`src/rtl/mam_mem_arbiter.sv`:
```
// Two-requester round-robin arbiter in front of a single MAM-style memory port.
// A grant covers the whole transaction: the request handshake and every data
// beat that follows it. Re-arbitration happens only after returning to IDLE.
module mam_mem_arbiter #(
  parameter int DATA_WIDTH = 16,
  parameter int ADDR_WIDTH = 32
) (
  input  logic                      clk,
  input  logic                      rst,

  input  logic [1:0]                s_req_valid,
  output logic [1:0]                s_req_ready,
  input  logic [1:0]                s_req_rw,
  input  logic [2*ADDR_WIDTH-1:0]   s_req_addr,
  input  logic [1:0]                s_req_burst,
  input  logic [2*14-1:0]           s_req_beats,
  input  logic [1:0]                s_write_valid,
  input  logic [2*DATA_WIDTH-1:0]   s_write_data,
  input  logic [2*DATA_WIDTH/8-1:0] s_write_strb,
  output logic [1:0]                s_write_ready,
  output logic [1:0]                s_read_valid,
  output logic [DATA_WIDTH-1:0]     s_read_data,
  input  logic [1:0]                s_read_ready,

  output logic                      mem_req_valid,
  input  logic                      mem_req_ready,
  output logic                      mem_req_rw,
  output logic [ADDR_WIDTH-1:0]     mem_req_addr,
  output logic                      mem_req_burst,
  output logic [13:0]               mem_req_beats,
  output logic                      mem_write_valid,
  output logic [DATA_WIDTH-1:0]     mem_write_data,
  output logic [DATA_WIDTH/8-1:0]   mem_write_strb,
  input  logic                      mem_write_ready,
  input  logic                      mem_read_valid,
  input  logic [DATA_WIDTH-1:0]     mem_read_data,
  output logic                      mem_read_ready,

  output logic                      grant,
  output logic                      busy
);

  localparam int STRB_WIDTH = DATA_WIDTH / 8;

  typedef enum logic [1:0] {IDLE, REQ, WRITE, READ} state_t;

  state_t      state, state_nxt;
  logic        grant_nxt;
  logic        last_grant, last_grant_nxt;
  logic [13:0] count, count_nxt;

  // Fields of the currently granted requester.
  logic        sel_req_valid;
  logic        sel_rw;
  logic        sel_burst;
  logic [13:0] sel_beats;
  logic        sel_write_valid;
  logic        sel_read_ready;
  logic [1:0]  grant_oh;
  logic        pick;
  logic        wr_hs;
  logic        rd_hs;
  logic [13:0] load_count;

  assign sel_req_valid   = s_req_valid[grant];
  assign sel_rw          = s_req_rw[grant];
  assign sel_burst       = s_req_burst[grant];
  assign sel_beats       = grant ? s_req_beats[27:14] : s_req_beats[13:0];
  assign sel_write_valid = s_write_valid[grant];
  assign sel_read_ready  = s_read_ready[grant];
  assign grant_oh        = grant ? 2'b10 : 2'b01;

  // With both requesting, the one not served last wins; otherwise the lone requester.
  assign pick       = (s_req_valid == 2'b11) ? ~last_grant : s_req_valid[1];
  assign wr_hs      = sel_write_valid & mem_write_ready;
  assign rd_hs      = mem_read_valid & sel_read_ready;
  // A burst with zero beats still moves one beat.
  assign load_count = (sel_burst && sel_beats != 14'd0) ? sel_beats : 14'd1;

  // Payload fields are steered by grant at all times; only valids/readies are gated by state.
  assign mem_req_rw     = sel_rw;
  assign mem_req_addr   = grant ? s_req_addr[2*ADDR_WIDTH-1:ADDR_WIDTH] : s_req_addr[ADDR_WIDTH-1:0];
  assign mem_req_burst  = sel_burst;
  assign mem_req_beats  = sel_beats;
  assign mem_write_data = grant ? s_write_data[2*DATA_WIDTH-1:DATA_WIDTH] : s_write_data[DATA_WIDTH-1:0];
  assign mem_write_strb = grant ? s_write_strb[2*STRB_WIDTH-1:STRB_WIDTH] : s_write_strb[STRB_WIDTH-1:0];
  assign s_read_data    = mem_read_data;
  assign busy           = (state != IDLE);

  // State register: FSM state, grant bookkeeping and beat counter.
  always_ff @(posedge clk or negedge rst) begin
    if (!rst) begin
      state      <= IDLE;
      grant      <= 1'b0;
      last_grant <= 1'b1;
      count      <= 14'd0;
    end else begin
      // NOTE: non-blocking assignments so every register samples pre-edge values.
      state      <= state_nxt;
      grant      <= grant_nxt;
      last_grant <= last_grant_nxt;
      count      <= count_nxt;
    end
  end

  // Next-state logic: arbitration in IDLE, request handshake, beat counting.
  always_comb begin
    // NOTE: defaults first so no path leaves a variable unassigned (no latches).
    state_nxt      = state;
    grant_nxt      = grant;
    last_grant_nxt = last_grant;
    count_nxt      = count;
    unique case (state)
      IDLE: begin
        if (|s_req_valid) begin
          state_nxt = REQ;
          grant_nxt = pick;
        end
      end
      REQ: begin
        if (!sel_req_valid) begin
          state_nxt = IDLE;
        end else if (mem_req_ready) begin
          count_nxt = load_count;
          state_nxt = sel_rw ? WRITE : READ;
        end
      end
      WRITE: begin
        if (wr_hs) begin
          count_nxt = count - 14'd1;
          if (count == 14'd1) begin
            state_nxt      = IDLE;
            last_grant_nxt = grant;
          end
        end
      end
      READ: begin
        if (rd_hs) begin
          count_nxt = count - 14'd1;
          if (count == 14'd1) begin
            state_nxt      = IDLE;
            last_grant_nxt = grant;
          end
        end
      end
      default: state_nxt = IDLE;
    endcase
  end

  // Output logic: open exactly one handshake path toward the granted requester.
  always_comb begin
    s_req_ready     = 2'b00;
    s_write_ready   = 2'b00;
    s_read_valid    = 2'b00;
    mem_req_valid   = 1'b0;
    mem_write_valid = 1'b0;
    mem_read_ready  = 1'b0;
    unique case (state)
      REQ: begin
        mem_req_valid = sel_req_valid;
        s_req_ready   = mem_req_ready ? grant_oh : 2'b00;
      end
      WRITE: begin
        mem_write_valid = sel_write_valid;
        s_write_ready   = mem_write_ready ? grant_oh : 2'b00;
      end
      READ: begin
        s_read_valid   = mem_read_valid ? grant_oh : 2'b00;
        mem_read_ready = sel_read_ready;
      end
      default: ;
    endcase
  end

endmodule

```
`config.mk`:
```
export PLATFORM = sky130hd
export DESIGN_NAME = mam_mem_arbiter
export DESIGN_NICKNAME = d
export VERILOG_FILES = /design/src/rtl/mam_mem_arbiter.sv
export SDC_FILE = /design/constraint.sdc
export NUM_CORES = 1
export LEC_CHECK = 0
export ABC_AREA = 0
export CORE_AREA = 5 5 95 97
export DETAILED_ROUTE_END_ITERATION = 8
export DIE_AREA = 0 0 100 102
export DONT_BUFFER_PORTS = 1
export SYNTH_ARGS = -nofsm -noshare
export SYNTH_HDL_FRONTEND = slang
export SYNTH_SLANG_ARGS = --single-unit
```
`constraint.sdc`:
```
create_clock -name clk -period 3.3 [get_ports clk]
set_input_delay 0.33 -clock clk [delete_from_list [all_inputs] [get_ports clk]]
set_output_delay 0.33 -clock clk [all_outputs]
set_load 0.005 [all_outputs]
```
==> flow_metrics.py <==
metrics = {
    "run_status": {
        "status": "finished clean",
    },
    "cells_and_area": {
        "syn_to_final_growth_pct": 1.03,
        "layout_commonest_cell": "mux2_2",
        "layout-drive-gt1-share_pct": 36.1,
        "finalNonFillerCells": 338,
        "final_cell_mix": "67 x mux2_2, 19 x nor2_1, 16 x dfrtp_1",
        "diodes": 0,
        "utilization_pct": 29.1,
        "stdcell_area_mm2": 0.00234,
        "final_nets": 395,
        "fillers": 876,
    },
    "clock_tree": {
        "clk_latency_ps": 260,
        "cts_buffer_depth": 2,
        "htreeDepth": 1,
        "cts_setup_buffers": 0,
        "cts.sinks": 18,
        "clock-root-buffer": "clkbuf_8",
        "cts_resized": 0,
        "numCtsBuffers": 3,
        "cts_tree": "done",
        "path_clk_slew_ps": 70,
    },
    "route": {
        "wl_per_cell_um": 25.4,
        "vias": 2026,
        "drt-vias-per-instance": 5.99,
        "routed_wl_um": 8590,
        "final_antenna_net_count": 0,
        "drtPass1Iterations": 4,
        "drc_errors": 0,
        "drtIter0Drc": 227,
    },
    "synthesis": {
        "synth_area_leaders": "mux2_2 33%, dfrtp_1 18%, buf_4 5.2%",
        "synthDistinctLibCells": 52,
        "ys_ff_latch": 18,
        "yosysSeqAreaShare_pct": 19.5,
        "syn-instance-count": 257,
        "syn_avg_cell_area_um2": 9.02,
        "synth_edf_count": 0,
        "synthFlopType": "dfrtp_1",
        "synth.largest_area_cell": "mux2_2",
        "synth_top_area_share_pct": 32.5,
        "synthesis.nets": 418,
        "async_flop_share_pct": 100,
        "synth_area_mm2": 0.00232,
        "yosysWarningCount": 0,
    },
    "place": {
        "gp_congestion": 0.850,
        "placed_area_mm2": 0.00229,
        "place_hpwl_um": 7100,
        "placed_cells": 333,
        "portBuffers": 0,
    },
    "setup_path": {
        "startpoint_type": "flop",
        "worst-setup-path-type": "reg2out",
        "slowest_delay_ps": 630,
        "critPathArrivalTime_ps": 2050,
        "cpLargestDelayFamily": "buffers and inverters",
        "r2r_slack_ps": 920,
        "end_kind": "primary output",
        "required_ps": 2970,
        "crit_path_top_delay_cell": "dfrtp_4",
        "cp_cell_sequence": "buf_4 -> mux2i_1 -> inv_1",
        "cp_num_buf_inv": 2,
        "crit_fanout": 55,
    },
    "power": {
        "power.density_mw_per_mm2": 778,
        "swShare_pct": 47.3,
        "seqPwrFrac_pct": 27.6,
        "comb_power_share_pct": 63.1,
        "intPower_uw": 960,
        "power_leakage_nw": 0.824,
        "p_clk_share_pct": 9.3,
        "peakVddDrop_mv": 0.481,
        "p_sw_uw": 862,
    },
    "die": {
        "rows": 33,
        "initial_core_util_pct": 28.8,
        "die_w_um": 100,
        "io_pins": 252,
        "coreArea_mm2": 0.00805,
        "die_area_mm2": 0.0102,
        "die_h_um": 102,
    },
    "global_routing": {
        "grt_pass1_vias": 2027,
        "grt_pass1_wl_um": 11900,
        "antenna_found_initial": 0,
        "track_usage_pct": 15.0,
        "overflow": 0,
        "grt_max_degree": 56,
    },
    "timing": {
        "fin_crit_sh_pct": 72.1,
        "maxSlewViolCount": 0,
        "final_hold_viol_count": 0,
        "tightest_slew_ps": 916,
        "finalCriticalPeriod_ps": 2380,
        "fmax_mhz": 421,
        "fin_tns_setup_ps": 0,
        "rsz0062_at_grt": "no",
        "relSlewSlack_pct": 38.7,
        "final-setup-viol-count": 0,
        "fin_worst_skew_ps": 10.5,
    },
    "flow_run": {
        "maxCapViolCount": 0,
    },
    "worst_hold_path": {
        "hold_class": "in2reg",
    },
}
layout make-up:
| cell class | count | area, um^2 | area share, % |
|---|---|---|---|
| multi-input cells | 198 | 1640 | 70.0 |
| flip-flops and latches | 18 | 455 | 19.4 |
| well taps | 105 | 131 | 5.61 |
| clock buffers | 4 | 45.0 | 1.92 |
| repair buffers | 5 | 40.0 | 1.71 |
| inverters | 8 | 30.0 | 1.28 |
power groups by stage:
stage	clock, mW	sequential [mW]	combinational (mW)
finish	0.169	0.503	1.15
global route	0.180	0.523	1.26
CTS	0.170	0.499	1.16
detailed placement	0	0.503	1.14
global placement	0	0.498	1.14
floorplan	0	0.398	1.03
Yosys cell counts, drive strengths merged (3+ instances only):
| cell type | number |
|---|---|
| nand3 | 7 |
| o211ai | 5 |
| nor3 | 4 |
| nor4 | 7 |
| a221o | 4 |
| mux2i | 4 |
| buf | 28 |
| nand2 | 12 |
| a21oi | 6 |
| o21ai | 6 |
| a32oi | 7 |
| or3 | 4 |
| and3 | 3 |
| o311ai | 3 |
| nor2 | 19 |
| dfrtp | 17 |
| clkbuf | 5 |
| nand2b | 4 |
| mux2 | 68 |
| inv | 8 |
| o31ai | 3 |
cell families (layout without fill, tap and decap cells):
family,count (synthesis),in the layout,share of synthesized area [%]
compound gates,49,49,16.4
fa+ha+maj,2,2,1.08
buf+inv,41,17,9.77
flops,18,18,19.5
mux,72,72,34.8
simple gates,75,75,18.6
routing by layer:
metal  part of all wire [%]  track usage, %  vias to the layer above
li1                       -               -                      919
met1                     43            20.7                      976
met2                     48            25.0                      125
met3                    8.0            3.21                        6
met4                   0.36            1.87                        0
met5                      0               0                        -
worst reg2reg max path, stage by stage (launching register included):
cell and delay [ps]:
dfrtp_4 630, buf_4 600, mux2i_1 250, nor4_2 290, buf_4 220, nand2b_1 70, o221a_2 230
per-stage QoR:
step,power [mW],hold WS (ps),setup WS [ps]
after floorplan,1.43,34.4,1310
after global placement,1.63,35.2,989
after detailed placement,1.65,35.2,901
after CTS,1.83,157,895
after global routing,1.96,150,704
final,1.82,161,922
sequential cells by signal, indices dropped and copies added (netlist names):
name,flops
count,14
grant,1
last_grant,1
state,2
final timing paths:
path | startpoint | endpoint | cells past startpoint
hold reg to reg | count[11]$_DFFE_PN0P_ | count[11]$_DFFE_PN0P_ | 1
hold / removal | s_req_valid[0] | grant$_DFFE_PN0P_ | 1
max in group asynchronous | rst | grant$_DFFE_PN0P_ | 1
setup / recovery | grant$_DFFE_PN0P_ | mem_req_burst | 3
setup reg to reg | grant$_DFFE_PN0P_ | count[0]$_DFFE_PN0P_ | 6
min in group asynchronous | rst | count[6]$_DFFE_PN0P_ | 1
what timing repair did:
| item | in CTS | in global routing |
|---|---|---|
| endpoints found under the setup margin | 0 | 0 |
| endpoints found under the hold margin | 18 | 0 |
| hold buffers | 1 | 0 |
Power figures use the tool's default switching activity.
